`src/rtl/nios_led_nios2_qsys_0_oci_dct_packer_pkg.sv`:
```
// Shared definitions for the OCI trace DCT packer: widths, the FSM
// encoding and the layout of the emitted {count, buffer} packet.
package nios_led_nios2_qsys_0_oci_dct_packer_pkg;

   localparam int ATOM_W = 2;               // bits per trace atom
   localparam int SLOTS  = 15;              // atoms per buffer
   localparam int CNT_W  = 4;               // fill-count width
   localparam int BUF_W  = ATOM_W * SLOTS;  // packing buffer width (30)
   localparam int PKT_W  = CNT_W + BUF_W;   // emitted packet width (34)

   // Packet field offsets: count occupies [33:30], buffer [29:0].
   localparam int PKT_CNT_LSB = BUF_W;
   localparam int PKT_CNT_MSB = PKT_W - 1;

   typedef enum logic {
      PACK = 1'b0,   // accepting atoms into the live buffer
      HOLD = 1'b1    // buffer full/flushed, waiting for the output slot
   } state_e;

   typedef struct packed {
      logic [CNT_W-1:0] count;
      logic [BUF_W-1:0] buffer;
   } pkt_t;

   // Shift one atom into the right-justified buffer, newest in the LSBs.
   function automatic logic [BUF_W-1:0] shift_in(input logic [BUF_W-1:0]  buf_v,
                                                  input logic [ATOM_W-1:0] atom);
      return {buf_v[BUF_W-ATOM_W-1:0], atom};
   endfunction

endpackage

```
`src/rtl/nios_led_nios2_qsys_0_oci_dct_packer_if.sv`:
```
// Trace-side and packet-side signals of the DCT packer. The master modport
// is the trace source / downstream consumer view; slave is the packer view.
interface nios_led_nios2_qsys_0_oci_dct_packer_if;
   import nios_led_nios2_qsys_0_oci_dct_packer_pkg::*;

   logic              trace_enable;
   logic              atm_valid;
   logic [ATOM_W-1:0] atm_code;
   logic              flush;
   logic              clr_overflow;
   logic [BUF_W-1:0]  dct_buffer;
   logic [CNT_W-1:0]  dct_count;
   logic              pkt_valid;
   logic [PKT_W-1:0]  pkt_data;
   logic              pkt_ready;
   logic              overflow;

   modport master (
      output trace_enable, atm_valid, atm_code, flush, clr_overflow, pkt_ready,
      input  dct_buffer, dct_count, pkt_valid, pkt_data, overflow
   );

   modport slave (
      input  trace_enable, atm_valid, atm_code, flush, clr_overflow, pkt_ready,
      output dct_buffer, dct_count, pkt_valid, pkt_data, overflow
   );

endinterface

```
`src/rtl/nios_led_nios2_qsys_0_oci_pkt_reg.sv`:
```
// One-entry valid/ready output register. A new packet may load in the same
// cycle the current one is taken, so the slot is free when empty or draining.
module nios_led_nios2_qsys_0_oci_pkt_reg
   import nios_led_nios2_qsys_0_oci_dct_packer_pkg::*;
(
   input  logic             clk,
   input  logic             reset_n,
   input  logic             load_i,
   input  pkt_t             data_i,
   input  logic             ready_i,
   output logic             valid_o,
   output logic [PKT_W-1:0] data_o,
   output logic             slot_free_o
);

   logic valid_q, valid_d;
   pkt_t data_q,  data_d;

   assign slot_free_o = !valid_q || ready_i;
   assign valid_o     = valid_q;
   assign data_o      = data_q;

   // Next-state: load wins over drain; data only changes on a load.
   always_comb begin
      // NOTE: every variable gets a default first so no path infers a latch.
      valid_d = valid_q;
      data_d  = data_q;
      if (load_i) begin
         valid_d = 1'b1;
         data_d  = data_i;
      end else if (ready_i) begin
         valid_d = 1'b0;
      end
   end

   // Output register state.
   always_ff @(posedge clk or negedge reset_n) begin
      // NOTE: sequential state uses non-blocking assignments only.
      if (!reset_n) begin
         valid_q <= 1'b0;
         data_q  <= '0;
      end else begin
         valid_q <= valid_d;
         data_q  <= data_d;
      end
   end

endmodule

```
`src/rtl/nios_led_nios2_qsys_0_oci_dct_packer.sv`:
```
// Packs 2-bit trace atoms into a 30-bit DCT buffer with a fill count and
// emits {count, buffer} packets when the buffer fills or on a flush.
module nios_led_nios2_qsys_0_oci_dct_packer
   import nios_led_nios2_qsys_0_oci_dct_packer_pkg::*;
(
   input  logic clk,
   input  logic reset_n,
   nios_led_nios2_qsys_0_oci_dct_packer_if.slave dct
);

   if (SLOTS >= (1 << CNT_W)) begin : g_bad_slots
      $error("SLOTS must be less than 2**CNT_W");
   end
   if (BUF_W != ATOM_W * SLOTS) begin : g_bad_buf
      $error("BUF_W must equal ATOM_W*SLOTS");
   end

   state_e           state_q, state_d;
   logic [BUF_W-1:0] buf_q,   buf_d;
   logic [CNT_W-1:0] cnt_q,   cnt_d;
   logic             ovf_q,   ovf_d;

   logic             accept;
   logic [BUF_W-1:0] new_buf;
   logic [CNT_W-1:0] new_cnt;
   logic             emit;
   logic             drop;
   logic             load;
   pkt_t             load_pkt;
   logic             slot_free;

   assign dct.dct_buffer = buf_q;
   assign dct.dct_count  = cnt_q;
   assign dct.overflow   = ovf_q;

   nios_led_nios2_qsys_0_oci_pkt_reg u_pkt_reg (
      .clk         (clk),
      .reset_n     (reset_n),
      .load_i      (load),
      .data_i      (load_pkt),
      .ready_i     (dct.pkt_ready),
      .valid_o     (dct.pkt_valid),
      .data_o      (dct.pkt_data),
      .slot_free_o (slot_free)
   );

   // Packer FSM next-state, buffer update, packet load and overflow tracking.
   always_comb begin
      state_d  = state_q;
      buf_d    = buf_q;
      cnt_d    = cnt_q;
      load     = 1'b0;
      load_pkt = '0;
      drop     = 1'b0;
      accept   = dct.atm_valid && dct.trace_enable;
      // Post-atom view: an atom arriving with a flush is packed first.
      new_buf  = accept ? shift_in(buf_q, dct.atm_code) : buf_q;
      new_cnt  = accept ? cnt_q + CNT_W'(1) : cnt_q;
      emit     = (accept && (new_cnt == CNT_W'(SLOTS)))
              || (dct.flush && (new_cnt != '0));

      case (state_q)
         PACK: begin
            buf_d = new_buf;
            cnt_d = new_cnt;
            if (emit) begin
               if (slot_free) begin
                  load           = 1'b1;
                  load_pkt.count  = new_cnt;
                  load_pkt.buffer = new_buf;
                  buf_d          = '0;
                  cnt_d          = '0;
               end else begin
                  state_d = HOLD;
               end
            end
         end
         HOLD: begin
            // Buffer is frozen; a flush here is covered by the pending emit.
            drop = accept;
            if (slot_free) begin
               load           = 1'b1;
               load_pkt.count  = cnt_q;
               load_pkt.buffer = buf_q;
               buf_d          = '0;
               cnt_d          = '0;
               state_d        = PACK;
            end
         end
         default: state_d = PACK;
      endcase

      // Sticky overflow: a drop in the same cycle as a clear keeps it set.
      if (drop) begin
         ovf_d = 1'b1;
      end else if (dct.clr_overflow) begin
         ovf_d = 1'b0;
      end else begin
         ovf_d = ovf_q;
      end
   end

   // Packer state registers.
   always_ff @(posedge clk or negedge reset_n) begin
      if (!reset_n) begin
         state_q <= PACK;
         buf_q   <= '0;
         cnt_q   <= '0;
         ovf_q   <= 1'b0;
      end else begin
         state_q <= state_d;
         buf_q   <= buf_d;
         cnt_q   <= cnt_d;
         ovf_q   <= ovf_d;
      end
   end

endmodule

```
`src/flat_wrapper.sv`:
```
// flat-port wrapper written by rule: the top's interface ports become plain ports
module nios_led_nios2_qsys_0_oci_dct_packer_flat import nios_led_nios2_qsys_0_oci_dct_packer_pkg::*;
  (clk, reset_n, dct_trace_enable, dct_atm_valid, dct_atm_code, dct_flush, dct_clr_overflow, dct_pkt_ready, dct_dct_buffer, dct_dct_count, dct_pkt_valid, dct_pkt_data, dct_overflow);
  nios_led_nios2_qsys_0_oci_dct_packer_if dct_i ();
  input  logic clk;
  input  logic reset_n;
  input wire logic [$bits(dct_i.trace_enable)-1:0] dct_trace_enable;
  input wire logic [$bits(dct_i.atm_valid)-1:0] dct_atm_valid;
  input wire logic [$bits(dct_i.atm_code)-1:0] dct_atm_code;
  input wire logic [$bits(dct_i.flush)-1:0] dct_flush;
  input wire logic [$bits(dct_i.clr_overflow)-1:0] dct_clr_overflow;
  input wire logic [$bits(dct_i.pkt_ready)-1:0] dct_pkt_ready;
  output wire logic [$bits(dct_i.dct_buffer)-1:0] dct_dct_buffer;
  output wire logic [$bits(dct_i.dct_count)-1:0] dct_dct_count;
  output wire logic [$bits(dct_i.pkt_valid)-1:0] dct_pkt_valid;
  output wire logic [$bits(dct_i.pkt_data)-1:0] dct_pkt_data;
  output wire logic [$bits(dct_i.overflow)-1:0] dct_overflow;
  assign dct_i.trace_enable = dct_trace_enable;
  assign dct_i.atm_valid = dct_atm_valid;
  assign dct_i.atm_code = dct_atm_code;
  assign dct_i.flush = dct_flush;
  assign dct_i.clr_overflow = dct_clr_overflow;
  assign dct_i.pkt_ready = dct_pkt_ready;
  assign dct_dct_buffer = dct_i.dct_buffer;
  assign dct_dct_count = dct_i.dct_count;
  assign dct_pkt_valid = dct_i.pkt_valid;
  assign dct_pkt_data = dct_i.pkt_data;
  assign dct_overflow = dct_i.overflow;
  nios_led_nios2_qsys_0_oci_dct_packer u_core (.clk(clk), .reset_n(reset_n), .dct(dct_i));
endmodule
```
`config.mk`:
```
export PLATFORM = sky130hd
export DESIGN_NAME = nios_led_nios2_qsys_0_oci_dct_packer_flat
export DESIGN_NICKNAME = d
export VERILOG_FILES = /design/src/rtl/nios_led_nios2_qsys_0_oci_dct_packer_pkg.sv /design/src/rtl/nios_led_nios2_qsys_0_oci_dct_packer_if.sv /design/src/rtl/nios_led_nios2_qsys_0_oci_pkt_reg.sv /design/src/rtl/nios_led_nios2_qsys_0_oci_dct_packer.sv /design/src/flat_wrapper.sv
export SDC_FILE = /design/constraint.sdc
export NUM_CORES = 1
export LEC_CHECK = 0
export ABC_AREA = 1
export CAP_MARGIN = 20
export CELL_PAD_IN_SITES_DETAIL_PLACEMENT = 2
export CELL_PAD_IN_SITES_GLOBAL_PLACEMENT = 2
export CORE_ASPECT_RATIO = 1.25
export CORE_MARGIN = 2
export CORE_UTILIZATION = 29
export DETAILED_ROUTE_END_ITERATION = 16
export PLACE_DENSITY_LB_ADDON = 0.1
export SLEW_MARGIN = 25
export SYNTH_ARGS = -nofsm -noshare
export SYNTH_HDL_FRONTEND = slang
export SYNTH_SLANG_ARGS = --single-unit
```
`constraint.sdc`:
```
create_clock -name clk -period 2.25 [get_ports clk]
set_input_delay 0.3375 -clock clk [delete_from_list [all_inputs] [get_ports clk]]
set_output_delay 0.3375 -clock clk [all_outputs]
set_load 0.05 [all_outputs]
```
==> results of run 1 <==
## Yosys cell counts, drive strengths merged
cell | instances | area share, %
nand3 | 73 | 9.8
a21oi | 33 | 4.4
nor3 | 1 | 0.13
nor2 | 8 | 0.79
inv | 78 | 7.7
a211oi | 1 | 0.20
nand2 | 154 | 16
buf | 12 | 3.0
o21ai | 62 | 8.3
o22ai | 1 | 0.17
clkbuf | 20 | 2.0
ha | 1 | 0.33
dfrtp | 71 | 47
nand4 | 1 | 0.17
## layout by cell type (no fill, tap or decap)
master and n:
nand2_1 150, inv_1 77, clkdlybuf4s50_1 77, nand3_1 72, dfrtp_1 71, a21oi_1 33
o21ai_0 31, o21ai_1 30, buf_4 10, clkbuf_16 9, nor2_1 8, buf_12 5
nand2_4 2, clkbuf_8 2, bufinv_16 2, clkbuf_1 2, nand4_1 1, nand2_2 1
nor3_1 1, o21ai_2 1, nand3_2 1, inv_2 1, nand2_8 1, a211oi_1 1
o22ai_1 1, ha_1 1, clkinv_2 1, dlygate4sd3_1 1
## registers in the layout (all words and copies together) (netlist names)
register,flops
u_core.dct.dct_buffer,30
u_core.dct.dct_count,4
u_core.dct.overflow,1
u_core.state_q,1
u_core.u_pkt_reg.data_o,34
u_core.u_pkt_reg.valid_o,1
## repair_timing
| item | in CTS | in global routing |
|---|---|---|
| endpoints found under the hold margin | 29 | 0 |
| resized for setup | 0 | 1 |
| buffers inserted | 0 | 0 |
| endpoints found under the setup margin | 0 | 3 |
| hold buffers | 1 | 0 |
## through the flow
step	setup slack (ns)	util, %	setup TNS [ns]	cells	cell area (sq um)
floorplan	0.251	-	0	516	3780
global placement	0.0819	37.3	0	744	4750
detailed placement	-0.0335	37.3	-0.0698	744	4750
CTS	0.119	39.9	0	761	5080
global route	0.00888	40.0	0	761	5090
finish	0.124	40.0	0	761	5090
## final cells by class
type	instances	area (sq um)	area share, %
flip-flops and latches	71	1780	34.9
multi-input cells	335	1530	30.0
repair buffers	93	956	18.8
inverters	78	293	5.75
clock buffers	13	260	5.11
well taps	168	210	4.13
clock inverters	3	65.1	1.28
## cell families (layout without fill, tap and decap cells)
| logic type | Yosys count | after routing | synth area share, % |
|---|---|---|---|
| and+or+nand+nor | 237 | 237 | 26.9 |
| AOI/OAI and AO/OA | 97 | 97 | 13.0 |
| buffers and inverters | 110 | 187 | 12.7 |
| DFF | 71 | 71 | 47.0 |
| adders and majority gates | 1 | 1 | 0.331 |
## where the power goes
group / switching [uW] / internal [uW] / total (uW) / leakage (uW)
clock: 542 / 1030 / 1570 / 0.000160
combinational: 3320 / 1470 / 4800 / 0.00140
sequential: 438 / 1790 / 2220 / 0.000919
total: 4300 / 4290 / 8590 / 0.00248
## worst paths after layout
check	startpoint	end	slack, ns	cells past startpoint
worst max register to register	u_core.dct.dct_count[0]	u_core.u_pkt_reg.data_o[16]	0.12	12
worst min-delay path	u_core.u_pkt_reg.data_o[23]	u_core.u_pkt_reg.data_o[23]	0.48	2
worst max-delay path	u_core.dct.dct_count[0]	u_core.u_pkt_reg.data_o[16]	0.12	12
max in group asynchronous	reset_n	u_core.dct.dct_buffer[13]	1.15	3
worst min register to register	u_core.u_pkt_reg.data_o[23]	u_core.u_pkt_reg.data_o[23]	0.48	2
min in group asynchronous	reset_n	u_core.u_pkt_reg.data_o[28]	0.51	2
## worst register-to-register path: stages (launching register included)
cell and delay [ns]:
dfrtp_1 0.45, ha_1 0.32, inv_1 0.08, nand3_1 0.11, nand2_1 0.12, nand2_1 0.08, o21ai_2 0.22, nand2_4 0.11
buf_4 0.23, nand3_1 0.13, nand2_1 0.06, inv_1 0.05, nand2_1 0.06
## layer usage
metal | part of all wire, % | vias to the layer above | GRT usage (%)
met5 | 0 | - | 0
met4 | 1.3 | 0 | 5.48
met3 | 1.8 | 11 | 1.79
met2 | 53 | 58 | 36.1
met1 | 44 | 1899 | 23.2
li1 | - | 1781 | -
==> results summary, run 1 <==
The x dimension of the die is 106 um. The critical path goes through ha_1, inv_1, nand3_1, nand2_1, nand2_1, o21ai_2, nand2_4, buf_4, nand3_1, nand2_1, inv_1, nand2_1. The number of diodes came out at 0.

The total power after layout came out at 8590 uW. The setup clock skew after layout is 0.00883 ns. The first global-routing pass estimated 21600 um of wire. The worst setup path is launched from a register. The filler cells instantiated in the layout total 1505. The insertion delay of the later-clocked pin in the worst-skew pair came out at 0.33 ns. The final count of hold timing violations is 0. The routability-driven placement congestion ratio came out at 0.814.

The core outline area came out at 12700 sq um. The residual overflow from global routing came out at 0. The number of placement rows is 46. Headroom to the max-slew limit came out at 65.4%.

The residual DRC count is 0. The count of endpoints failing setup in the final report is 0. The synthesized area per cell came out at 7.32 sq um. The kind of cell with the highest combined delay along the critical path is simple AND/OR/NAND/NOR gates. The clock-pin transition on the worst setup and hold timing paths is 0.06 ns.

The total CTS buffers came out at 9. The first-iteration detailed-routing DRC count came out at 133. The die area is 14000 sq um. The number of library cell types mapped by synthesis came out at 22.

The buffer and inverter count on the worst path is 3. The largest fanout on the critical path is 20. The worst hold-check slack came out at 0.478 ns. The final antenna-violating net count is 0.

Setup repair after global routing left no endpoint under its margin. By instance count, the cell type seen most on the critical path is nand2_1. The global-route total usage across every layer is 19.3%. The worst setup path category is reg2reg. The number of top-level design ports came out at 79. Of the synthesized area, sequential elements account for 47.0%. For this run, the top clock speed supported by timing is 0.470 GHz. The CTS root buffer is clkbuf_16. Entering global routing, the biggest net connects 45 pins. Dividing the detail-routed wire length by the instance count gives 16.7 um. The number of instances in the synthesized netlist is 516.

The number of global-route vias before repair came out at 4194. For this run, the detailed router's first-pass iteration total came to 4. The run finished with clean final reports.

The number of antenna violations at the first check in global routing is 0. The worst path uses 94.5% of the clock period. The number of H-tree levels came out at 3. The total leakage power is 0.00248 uW. Across the run, the number of max-cap violations was 0. The initial core utilization is 29.7%. The maximum cell stage delay along the critical path came out at 0.45 ns. Synthesis produced a netlist with a net count of 526.

The total power density per cell area came out at 1690 nW/um^2. The fraction of layout instances using a drive strength above 1 came out at 6.07%. The flop and latch count out of synthesis came out at 71. The buffer depth of the longest clock path came out at 2. The standard cell with the maximum stage delay on the critical path is dfrtp_1. The average vias per placed instance is 4.93.

The routed wire length is 12700 um. The final count of pins violating max slew came to 0. TritonCTS built the clock tree. The height of the die came out at 132 um. The data arrival time of the worst path is 2.34 ns. Summing over every cut layer, the via total after detailed routing is 3749. The layout overhead on the synthesized area came out at 34.7%. The layout net count came out at 598. The element type at the critical path end is a register. The detailed-placement wirelength estimate is 8570 um. The number of sinks on the clock net is 71.

At the pin with the least slew margin, the transition time is 0.517 ns. The time the worst path needs with I/O delays and setup came out at 2.13 ns. The required time at the worst-slack endpoint is 2.47 ns.

After synthesis the cells add up to 3780 sq um. The Yosys warning count is 0. Input and output buffers added on the ports amount to 78. VDD sags by at most 0.618 mV. In this run the worst hold path is classified as reg2reg.
(Power assumes the default switching activity.)
==> run 2: changes to the inputs <==
--- a/config.mk
+++ b/config.mk
@@ -12,6 +12,7 @@
 export CORE_ASPECT_RATIO = 1.25
 export CORE_MARGIN = 2
 export CORE_UTILIZATION = 29
+export CTS_CLUSTER_DIAMETER = 30
 export DETAILED_ROUTE_END_ITERATION = 16
 export PLACE_DENSITY_LB_ADDON = 0.1
 export SLEW_MARGIN = 25
==> constraint.sdc (replaced) <==
create_clock -name clk -period 2.25 [get_ports clk]
set_input_delay 0.675 -clock clk [delete_from_list [all_inputs] [get_ports clk]]
set_output_delay 0.675 -clock clk [all_outputs]
set_load 0.05 [all_outputs]
==> run 2 against run 1 <==
- die area unchanged
- final cell count increased by 1.4%
- global-route usage increased by 1.1 points
- sequential power about the same
- core utilization increased by 0.82 points
- worst hold slack got worse by 0.20 ns
- total power decreased by 1.6%
- count of clock-buffer cells in the layout decreased by 1
- non-clock buffer count increased by 14
- clock skew decreased by 0.0036 ns
- sequential share of layout area decreased by 0.70 points
- largest power group unchanged
==> results summary, run 2 (synthesized netlist as in run 1, its figures left out) <==
Input and output buffers added on the ports amount to 78. The fill cell instance count of the final layout is 1493. STA puts the critical path data arrival time at 1.54 ns. The largest net degree at the start of global routing is 44. Timing analysis after detailed placement gives a worst setup slack of -0.277 ns. The worst hold path belongs to the class in2async. The top cell types in the final layout, fill and taps aside, are nand2_1 (150), inv_1 (77), nand3_1 (72).

The worst supply voltage drop on vdd came out at 0.571 mV. The max-slew headroom at the worst pin came out at 65.0%. The via count is 3767.

The total CTS buffers came out at 9. The global-route wire length before repair is 22600 um. The pin slew with the least headroom to its limit is 0.523 ns. For this block, the routed nets add up to 13300 um of wire.

The number of hold buffers added after CTS was 0. Using the TritonRoute via totals, the vias-per-cell ratio works out to 4.88. In this run the horizontal extent of the chip is 106 um.

Walking the worst path, the cells encountered are clkdlybuf4s50_1. Setup repair after global routing left no endpoint under its margin. The count of endpoints failing setup in the final report is 0.

For this run, the share of the core covered by cells in the final layout is 40.8%. The number of diodes is 0. Pin placement for this block handled 79 I/O pins. The run finished with clean final reports. The total leakage power came out at 0.00274 uW. The final count of hold timing violations came out at 0. The number of sinks on the clock net came out at 71. The height of the die is 132 um. The average routed wire per standard cell is 17.2 um.

The number of placement rows is 46. The final layout contains 612 nets. The detailed-placement wirelength estimate is 8940 um. The global-route total usage across every layer came out at 20.4%. The share of the cycle needed by the critical path after routing is 98.4%. The top achievable clock speed is 0.451 GHz.

The time the worst path needs with I/O delays and setup is 2.21 ns. Clock-pin slew was measured on the worst setup and hold paths at 0.05 ns. For this design the ratio of total power to cell area is 1630 nW/um^2. STA classifies the critical path endpoint as an output pin. The buffer and inverter count on the worst path is 1. The standard cell with the maximum stage delay on the critical path is clkdlybuf4s50_1. TritonCTS built the clock tree. The post-route worst setup slack is 0.0351 ns. The buffer depth of the longest clock path is 2. At the later pin of the worst-skew pair, clock insertion delay measures 0.33 ns. The residual DRC count is 0. The max-cap violation count is 0.

The final instance area came out at 5190 sq um. The cell type group with the largest total delay on the critical path is buffers and inverters. Once placement finished, the instance area stood at 4920 sq um. The residual overflow from global routing came out at 0. The number of antenna violations at the first check in global routing came out at 0.

The final antenna-violating net count is 0. The register with the most flip-flops in the layout has 34 of them. The layout overhead on the synthesized area is 37.5%. The congestion estimate from routability-driven global placement came to 0.861. Leaving out fill and tap cells, the most frequent cell in the layout is nand2_1. Cells with a size suffix above 1 make up 10.9% of the layout. The die area is 14000 sq um. The largest fanout on the critical path is 2. The initial core utilization is 29.7%. The number of H-tree levels is 3.

The setup clock skew after layout is 0.00520 ns. Data on the critical path is required at its endpoint by 1.57 ns. The number of setup buffers added after CTS is 0. The maximum cell stage delay along the critical path is 0.82 ns. The number of global-route vias before repair is 4376. The final count of pins violating max slew came out at 0. The first-iteration detailed-routing DRC count came out at 132. In this run the standard cell core region covers 12700 sq um. The worst setup path category is reg2out. The kind of start point of the critical path is a register.

The cell sitting at the root of the clock tree is a clkbuf_16. The number of iterations in the first detailed-routing pass is 6.
[run 2: cell types whose count changed in the layout (fill, tap and decap cells not counted), moves of 2 or more]
cell / previous run / this run
clkdlybuf4s50_1: 77 / 40
buf_4: 10 / 33
dlygate4sd2_1: 0 / 13
buf_12: 5 / 13
dlymetal6s2s_1: 0 / 8
bufinv_16: 2 / 0
clkbuf_1: 2 / 0
[run 2: path summary, 6_finish.rpt]
check / start / end / slack [ns] / cells past startpoint
setup / recovery: u_core.u_pkt_reg.data_o[29] / dct_pkt_data[29] / 0.04 / 1
hold / removal: reset_n / u_core.u_pkt_reg.data_o[28] / 0.28 / 1
setup reg to reg: u_core.dct.dct_count[0] / u_core.dct.dct_count[1] / 0.22 / 11
hold reg to reg: u_core.u_pkt_reg.data_o[12] / u_core.u_pkt_reg.data_o[12] / 0.48 / 2
max in group asynchronous: reset_n / u_core.u_pkt_reg.data_o[14] / 1.33 / 2
min in group clk: u_core.u_pkt_reg.data_o[12] / u_core.u_pkt_reg.data_o[12] / 0.48 / 2
[run 2: what timing repair did]
| item | in CTS | in global routing |
|---|---|---|
| endpoints found under the hold margin | 0 | 0 |
| resized for setup | 13 | 8 |
| pin swaps | 0 | 0 |
| endpoints found under the setup margin | 13 | 34 |
[run 2: layout make-up]
class	instances	area [sq um]	share of cell area, %
Clock buffer	12	267	5.13
Multi-Input combinational cell	335	1520	29.3
Timing Repair Buffer	107	1120	21.6
Tap cell	168	210	4.05
Sequential cell	71	1780	34.2
Clock inverter	1	5.00	0.0964
Inverter	78	293	5.64
[run 2: power by group]
group / total (uW) / switching [uW] / internal [uW]
clock: 1350 / 530 / 816
combinational: 4890 / 3370 / 1510
sequential: 2230 / 439 / 1790
total: 8460 / 4340 / 4120
[run 2: metrics by stage]
stage                     total power, uW  TNS (ns)  hold slack (ns)  std cells
after floorplan                      5380         0            0.379        516
after global placement               7090     -8.94            0.462        759
after detailed placement             7250    -13.88            0.470        759
after CTS                            8610         0            0.294        772
after global routing                 9040         0            0.307        772
final                                8460         0            0.281        772
[run 2: routing by layer]
layer / part of all wire [%] / global-route usage, %
met3: 2.6 / 2.33
met4: 1.4 / 6.73
met5: 0 / 0
met2: 54 / 38.6
met1: 42 / 23.5
==> RTL edit, RTL diff (settings of run 2) <==
Change the package constant `ATOM_W` from 2 to 4.
--- a/src/rtl/nios_led_nios2_qsys_0_oci_dct_packer_pkg.sv
+++ b/src/rtl/nios_led_nios2_qsys_0_oci_dct_packer_pkg.sv
@@ -2,7 +2,7 @@
 // encoding and the layout of the emitted {count, buffer} packet.
 package nios_led_nios2_qsys_0_oci_dct_packer_pkg;
 
-   localparam int ATOM_W = 2;               // bits per trace atom
+   localparam int ATOM_W = 4;               // bits per trace atom
    localparam int SLOTS  = 15;              // atoms per buffer
    localparam int CNT_W  = 4;               // fill-count width
    localparam int BUF_W  = ATOM_W * SLOTS;  // packing buffer width (30)
Interface: changed (resized dct_atm_code, dct_dct_buffer and dct_pkt_data); port bits go from 79 to 141. No check against the original RTL was run, so the function may have changed too.
==> RTL edit against run 2 <==
Die area increased by 90%. Area after synthesis increased by 94%. Sequential cell count rose by 60. Worst hold slack got worse by 0.11 ns. Routed wire length increased by 100%. Cell count rose by 93%. Final area up 86%. Power increased by 85%. Setup slack gained 0.16 ns.
==> RTL edit: results (changes against run 2) <==
register area share after synthesis 44.79% (was 47.02%); Worst R2R Path Depth 12 (was 11); initial antenna violation count 0 (unchanged); status completed (unchanged); PortBufs 140 (was 78); Synth area leader dfrtp_1 (unchanged); M1 GR Usage 25.86% (was 23.50%); gpl congestion 0.7294 (was 0.8607); first-pass GRT wire length 44,790 um (was 22,560 um); Via Count 7,420 (was 3,767); syn_nets 1,022 (was 526); xor and xnor area share after synthesis 0% (unchanged); fraction of registers with async set/reset 100.0% (unchanged); Pre-Repair DR Iteration Count 4 (was 6); clk slew on worst S/H paths 0.05 ns (about the same); vias in the first global route 8,015 (was 4,376); Hold Crit Class primary input to asynchronous set/reset pin (unchanged); post-synthesis adder-cell area fraction 0.1710% (was 0.3311%); Total Routing Usage GR 21.06% (was 20.42%); largest net degree at the start of global routing 53 (was 44); cell total after placement 1,461 (was 759); Leak 5.033 nW (was 2.738 nW); dpl hpwl 17,470 um (was 8938 um); WP data arrival 1.38 ns (was 1.54 ns); Final #Nets 1,158 (was 612); CP peak stage delay 0.55 ns (was 0.82 ns); DR iter-0 viols 276 (was 132); met3 wire len 785 um (was 342 um); top cells by instance count after synthesis 272 x nand2_1, 131 x dfrtp_1, 131 x nand3_1, 102 x inv_1, 89 x nor2_1 (was 150 x nand2_1, 77 x inv_1, 72 x nand3_1, 71 x dfrtp_1, 33 x a21oi_1); routed length per placed instance 18.02 um (was 17.24 um); Post-synth EDFFs 0 (unchanged); DR vias/cell 4.970 (was 4.880); M3 GR Usage 3.492% (was 2.331%); Internal 0.007339 W (was 0.004116 W); GR met2 Demand/Resource 38.45% (was 38.60%); yosys warns 0 (unchanged); metal2 WL 13,900 um (was 7197 um); Power Total 0.01561 W (was 0.008457 W); max reg flops 64 (was 34); Compound-Gate Fraction of Synth Area 11.20% (was 13.05%); fill cell count 3,008 (was 1,493); Area Overhead vs Synth 31.95% (was 37.45%); Unique masters post-synth 26 (was 22); Place WS -0.3871 ns (was -0.2769 ns); clk_skew 0.01025 ns (was 0.005202 ns); Placed Area 9175 um2 (was 4918 um2); clk root buf clkbuf_16 (unchanged); layout cells sized above 1 17.11% (was 10.93%); Slowest-stage cell, CP dlygate4sd2_1 (was clkdlybuf4s50_1); synth top area cells dfrtp_1 45%, nand2_1 14%, nand3_1 9.0% (was dfrtp_1 47%, nand2_1 15%, nand3_1 9.5%); Rel. slew slack 66.25% (was 65.04%); peak supply drop 0.0006009 V (was 0.0005706 V); M1 wire length 11,890 um (was 5576 um); P_seq 0.00440 W (was 0.00223 W); Clock Latency Late Sink 0.43 ns (was 0.33 ns); Post-Syn Area per Cell 7.246 um2 (was 7.323 um2); CTS Buf Count 17 (was 9); Clock power frac 16.2% (was 15.9%); htree depth 4 (was 3); worst-path fanout max 4 (was 2)
RTL edit: cell count changes in the layout (fill, tap and decap cells not counted), moves of 23 or more:
cell	change
or2_2	+36
clkdlybuf4s50_1	-33
o21ai_1	-29
a21oi_1	+32
buf_4	+68
nand3_1	+59
dlygate4sd2_1	+49
dfrtp_1	+59
nor2_1	+81
inv_1	+23
nand2_1	+120
o211ai_1	+36
nor3_1	+23
RTL edit: final timing paths:
path / to / slack (ns) / startpoint
max: dct_dct_buffer[58] / 0.20 / u_core.dct.dct_buffer[58]
min: u_core.u_pkt_reg.data_o[55] / 0.17 / reset_n
max reg2reg: u_core.u_pkt_reg.data_o[27] / 0.20 / u_core.dct.dct_count[0]
min reg2reg: u_core.u_pkt_reg.data_o[44] / 0.47 / u_core.u_pkt_reg.data_o[44]
max in group asynchronous: u_core.u_pkt_reg.data_o[0] / 1.41 / reset_n
min in group clk: u_core.u_pkt_reg.data_o[44] / 0.47 / u_core.u_pkt_reg.data_o[44]
RTL edit: cell type report:
cell class,instances,area share [%]
flip-flops and latches,131,33.99
multi-input cells,702,33.87
repair buffers,191,18.36
clock buffers,24,5.092
well taps,335,4.341
inverters,103,4.017
clock inverters,6,0.3110
diodes,1,0.02591
RTL edit: what timing repair did:
item,4_1_cts,5_1_grt
pin swaps,0,0
gates resized for setup,62,3
setup buffers,0,0
cloned,0,1
endpoints found under the setup margin,62,71
hold buffers,0,0
RTL edit: kinds of logic (layout without fill, tap and decap cells):
| kind of cell | count (synthesis) | after routing |
|---|---|---|
| other | 0 | 1 |
| flip-flops | 131 | 131 |
| buffers and inverters | 177 | 324 |
| AND/OR/NAND/NOR | 560 | 560 |
| adder cells (fa/ha/maj) | 1 | 1 |
| AO/OA/AOI/OAI | 141 | 141 |
